[src/rtl/dff_data_capture.sv]
// Serial receiver for the DFF error-count stream: rebuilds NUM_WORDS x WORD_W counts
// (LSB first) and presents whole frames to the host through a double-buffered bank.
module dff_data_capture #(
   parameter int WORD_W    = 16,
   parameter int NUM_WORDS = 20,
   parameter int SKIP_BITS = 1
) (
   input  logic              data_clk,
   input  logic              reset,
   input  logic              rx_en,
   input  logic              data_in,
   input  logic              frame_ack,
   input  logic [4:0]        rd_idx,
   output logic [WORD_W-1:0] rd_data,
   output logic              frame_valid,
   output logic              frame_done,
   output logic [15:0]       frame_count,
   output logic              overrun,
   output logic              busy,
   output logic [1:0]        fsm_state
);

   typedef enum logic [1:0] {IDLE = 2'd0, SKIP = 2'd1, RECV = 2'd2} state_t;

   localparam int              BCW       = $clog2(WORD_W);
   localparam logic [BCW-1:0]  LAST_BIT  = BCW'(WORD_W - 1);
   localparam logic [4:0]      LAST_WORD = 5'(NUM_WORDS - 1);
   localparam logic [2:0]      SKIP_N    = 3'(SKIP_BITS);

   state_t             state, state_nxt;
   logic [2:0]         skip_cnt;
   logic [BCW-1:0]     bit_cnt;
   logic [4:0]         word_cnt;
   logic [WORD_W-1:0]  sr;
   logic [WORD_W-1:0]  sr_nxt;
   logic [WORD_W-1:0]  wbuf [NUM_WORDS];
   logic [WORD_W-1:0]  rbuf [NUM_WORDS];
   logic               shift_en, word_end, frame_end;

   always_ff @(posedge data_clk) begin
      if (reset) state <= IDLE;
      else       state <= state_nxt;
   end

   // With no skip, the very first enabled bit is already data bit 0 of word 0.
   always_comb begin
      state_nxt = state;
      shift_en  = rx_en && (state == RECV || (state == IDLE && SKIP_BITS == 0));
      word_end  = shift_en && (bit_cnt == LAST_BIT);
      frame_end = word_end && (word_cnt == LAST_WORD);
      sr_nxt    = {data_in, sr[WORD_W-1:1]};
      case (state)
         IDLE: if (rx_en) state_nxt = (SKIP_BITS <= 1) ? RECV : SKIP;
         SKIP: if (skip_cnt + 3'd1 == SKIP_N) state_nxt = RECV;
         RECV: state_nxt = RECV;
         default: state_nxt = IDLE;
      endcase
      if (!rx_en) state_nxt = IDLE;
   end

   always_ff @(posedge data_clk) begin
      if (reset) begin
         skip_cnt <= '0;
         bit_cnt  <= '0;
         word_cnt <= '0;
         sr       <= '0;
         for (int i = 0; i < NUM_WORDS; i++) begin
            wbuf[i] <= '0;
            rbuf[i] <= '0;
         end
      end else if (!rx_en) begin
         skip_cnt <= '0;
         bit_cnt  <= '0;
         word_cnt <= '0;
         sr       <= '0;
         for (int i = 0; i < NUM_WORDS; i++) wbuf[i] <= '0;
      end else begin
         if (state == IDLE && SKIP_BITS > 0) skip_cnt <= 3'd1;
         else if (state == SKIP)             skip_cnt <= skip_cnt + 3'd1;
         if (shift_en) begin
            sr      <= sr_nxt;
            bit_cnt <= word_end ? '0 : bit_cnt + BCW'(1);
         end
         if (word_end) begin
            wbuf[word_cnt] <= sr_nxt;
            word_cnt       <= frame_end ? 5'd0 : word_cnt + 5'd1;
         end
         // The word finishing on this edge goes straight to rbuf alongside the rest.
         if (frame_end) begin
            for (int i = 0; i < NUM_WORDS; i++)
               rbuf[i] <= (i == NUM_WORDS - 1) ? sr_nxt : wbuf[i];
         end
      end
   end

   // Host handshake: frame_valid rises on completion and falls on frame_ack;
   // an ack coinciding with a completion consumes the old frame, so no overrun.
   always_ff @(posedge data_clk) begin
      if (reset) begin
         frame_valid <= 1'b0;
         frame_done  <= 1'b0;
         frame_count <= '0;
         overrun     <= 1'b0;
      end else begin
         frame_done <= frame_end;
         if (frame_end) begin
            frame_valid <= 1'b1;
            frame_count <= frame_count + 16'd1;
            if (frame_valid && !frame_ack) overrun <= 1'b1;
         end else if (frame_ack) begin
            frame_valid <= 1'b0;
         end
      end
   end

   always_comb begin
      rd_data = '0;
      if (int'(rd_idx) < NUM_WORDS) rd_data = rbuf[rd_idx];
   end

   assign busy      = (state != IDLE);
   assign fsm_state = state;

endmodule

[config.mk]
export PLATFORM = sky130hd
export DESIGN_NAME = dff_data_capture
export DESIGN_NICKNAME = d
export VERILOG_FILES = /design/src/rtl/dff_data_capture.sv
export SDC_FILE = /design/constraint.sdc
export NUM_CORES = 1
export LEC_CHECK = 0
export ABC_AREA = 1
export CORE_MARGIN = 8
export CORE_UTILIZATION = 40
export CTS_BUF_LIST = sky130_fd_sc_hd__clkbuf_8
export CTS_CLUSTER_DIAMETER = 100
export CTS_CLUSTER_SIZE = 16
export DETAILED_ROUTE_END_ITERATION = 8
export GPL_ROUTABILITY_DRIVEN = 0
export SYNTH_ARGS = -nofsm -noshare
export SYNTH_HDL_FRONTEND = slang
export SYNTH_SLANG_ARGS = --single-unit
[constraint.sdc]
create_clock -name data_clk -period 15.5 [get_ports data_clk]
set_clock_uncertainty 0.05 [all_clocks]
set_input_delay 4.65 -clock data_clk [delete_from_list [all_inputs] [get_ports data_clk]]
set_output_delay 4.65 -clock data_clk [all_outputs]
set_load 0.02 [all_outputs]
==> impl_metrics.tcl <==
set metrics [dict create \
    maxSlewViolCount 0 \
    initial_core_util 0.402 \
    drt_pass1_iterations 6 \
    rows 97 \
    synthesis.area_um2 28000 \
    critical_path_arrival_ps 8750 \
    cts_hold_buffers 0 \
    crit_required_ps 10800 \
    crit_fanout 18 \
    status "finished, final reports clean" \
    grt_max_degree 166 \
    r2r_slack_ps 11760 \
    hp-start "sr[8]" \
    fmax_ghz 0.0744 \
    reg2reg_from "fsm_state[1]" \
    grt_pass1_vias 17227 \
    nNetsFinal 2677 \
    finalWirelength_um 71500 \
    yosys_warnings 0 \
    period_share 0.867 \
    io_pins 48 \
    clockBufferDepth 3 \
    n_fill_cell 6650 \
    synth-seq-cells 668 \
    yosysUniqueCellTypes 32 \
    min_to "sr[8]" \
    tightest_slew_ps 1300 \
    synth_edf_count 624 \
    irDropWorstVdd_mv 0.0837 \
    rsz0062_at_grt "no" \
    grt_overflow 0 \
    dp_slack_ps 2250 \
    min_path_type "register to register" \
    async_reset_ff_frac 0 \
    regArea_um2 19600 \
    holdPathStages 2 \
    cts_tree "done" \
    port_buffers 46 \
    die_x_um 281 \
    hold_violations 0 \
    postCtsResizedCells 0 \
    grt_pass1_wl_um 107000 \
    slew-limit-headroom 0.130 \
    crit_type "primary input to primary output" \
    clk_latency_ps 680 \
    syn_avg_cell_area_um2 10.4 \
    setup_tns_ps 0 \
    vias_per_cell 5.02 \
    syn-num-nets 2714 \
    drv_cap 0 \
    post-cts-setup-buffers 0 \
    die_h_um 281 \
    ys_seq_area_frac 0.700 \
    final_cell_mix "nor2_1, edfxtp_1, inv_1, nand2_1, o21ai_0" \
    hpwlAfterDp_um 43200 \
    reg2reg_to "rbuf[4][5]" \
    finalSetupViolCount 0 \
    drc 0 \
    p_leak_nw 10.6 \
    power_density_nw_per_um2 105 \
    antenna_found_initial 4 \
    fin_crit_ps 13450 \
    layout-drive-gt1-share 0.0402 \
    critPathLaunchType "primary input" \
    grtUsageTotal 0.178 \
    syn_inst 2698 \
    die-area_um2 78800 \
    root_buffer "clkbuf_8" \
    multi_input_area_um2 6280 \
    ys.flop_type "edfxtp_1" \
    syn2layout_area_growth_pct 6.75 \
    cts_made_buffers 48 \
    wl_per_cell_um 19.7 \
    fin_ws_ps 2050 \
    htreeDepth 2 \
    final_common_cell "nor2_1" \
    ff2ff_path_depth 7 \
    path_clk_slew_ps 110 \
    drtIter0Drc 1784 \
    worstSetupEndpointType "primary output" \
    num_vias 18213 \
    postRouteAntennaNets 0 \
    clock_sinks 668 \
    coreArea_um2 69700 \
]
worst max path at each step:
stage                   start          to  slack [ps]  cells after the start
global route        rd_idx[2]  rd_data[4]        1900                      8
global placement    rd_idx[2]  rd_data[0]        2320                      8
CTS                 rd_idx[2]  rd_data[4]        2240                      8
finish              rd_idx[2]  rd_data[4]        2050                      8
floorplan               rx_en  rbuf[0][0]        2620                      5
detailed placement  rd_idx[2]  rd_data[4]        2250                      8
per-layer routing:
metal,routed length (um),part of all wire,GRT usage
met2,33500,0.47,0.289
met1,29400,0.41,0.236
met4,2540,0.035,0.0638
met3,6000,0.084,0.0378
met5,29,0.00041,0
where the power goes:
part / total (W) / switching, W / internal (W)
sequential: 0.00207 / 0.0000221 / 0.00204
clock: 0.000869 / 0.000568 / 0.000301
combinational: 0.000200 / 0.000155 / 0.0000454
total: 0.00314 / 0.000745 / 0.00239
final cells by class:
type,count,area share
antenna,2,0.000167
inverter,357,0.0449
tap,940,0.0393
clock buffer,50,0.0230
timing repair buffer,75,0.0232
clock inverter,23,0.00356
multi-input combinational,1511,0.210
sequential,668,0.656
cell usage after synthesis (20+ instances only):
cell        n  area share
a21oi_1    57       0.010
dfxtp_1    44       0.031
buf_1      26      0.0035
nand2_1   302       0.040
clkbuf_1   90       0.012
nor2_1    850        0.11
nand3_1   108       0.019
buf_2      21      0.0038
inv_1     353       0.047
edfxtp_1  624        0.67
o21ai_0   146       0.026
buf_6      20      0.0080
flip-flops by register name, indices dropped and copies added (netlist names):
register	cells
frame_valid	1
sr	15
overrun	1
rbuf	320
word_cnt	5
bit_cnt	4
fsm_state	1
frame_done	1
frame_count	16
wbuf	304
kinds of logic (layout without fill, tap and decap cells):
family,after synthesis,after routing,synth area share
simple gates,1292,1292,0.182
flops,668,668,0.700
buf+inv,519,505,0.0764
compound gates,207,207,0.0372
fa+ha+maj,6,6,0.00268
xor+xnor,5,5,0.00156
other cells,1,3,0.000134
worst max-delay path, stage by stage:
cell,delay (ps)
clkdlybuf4s50_1,890
clkinv_1,630
nor2_1,1150
nand3_1,200
nand2_1,110
nor2_1,60
a21oi_1,340
clkdlybuf4s50_1,690
metrics by stage:
step	hold WS (ps)	std cells	util	cell area, um^2	total power (W)
floorplan	396	2698	-	28000	0.00223
global route	466	3624	0.429	29900	0.00323
detailed placement	414	3551	0.418	29100	0.00231
finish	432	3626	0.429	29900	0.00314
CTS	431	3624	0.429	29900	0.00315
global placement	392	3551	0.418	29100	0.00230
No activity file was read; power rests on OpenSTA's default activity.
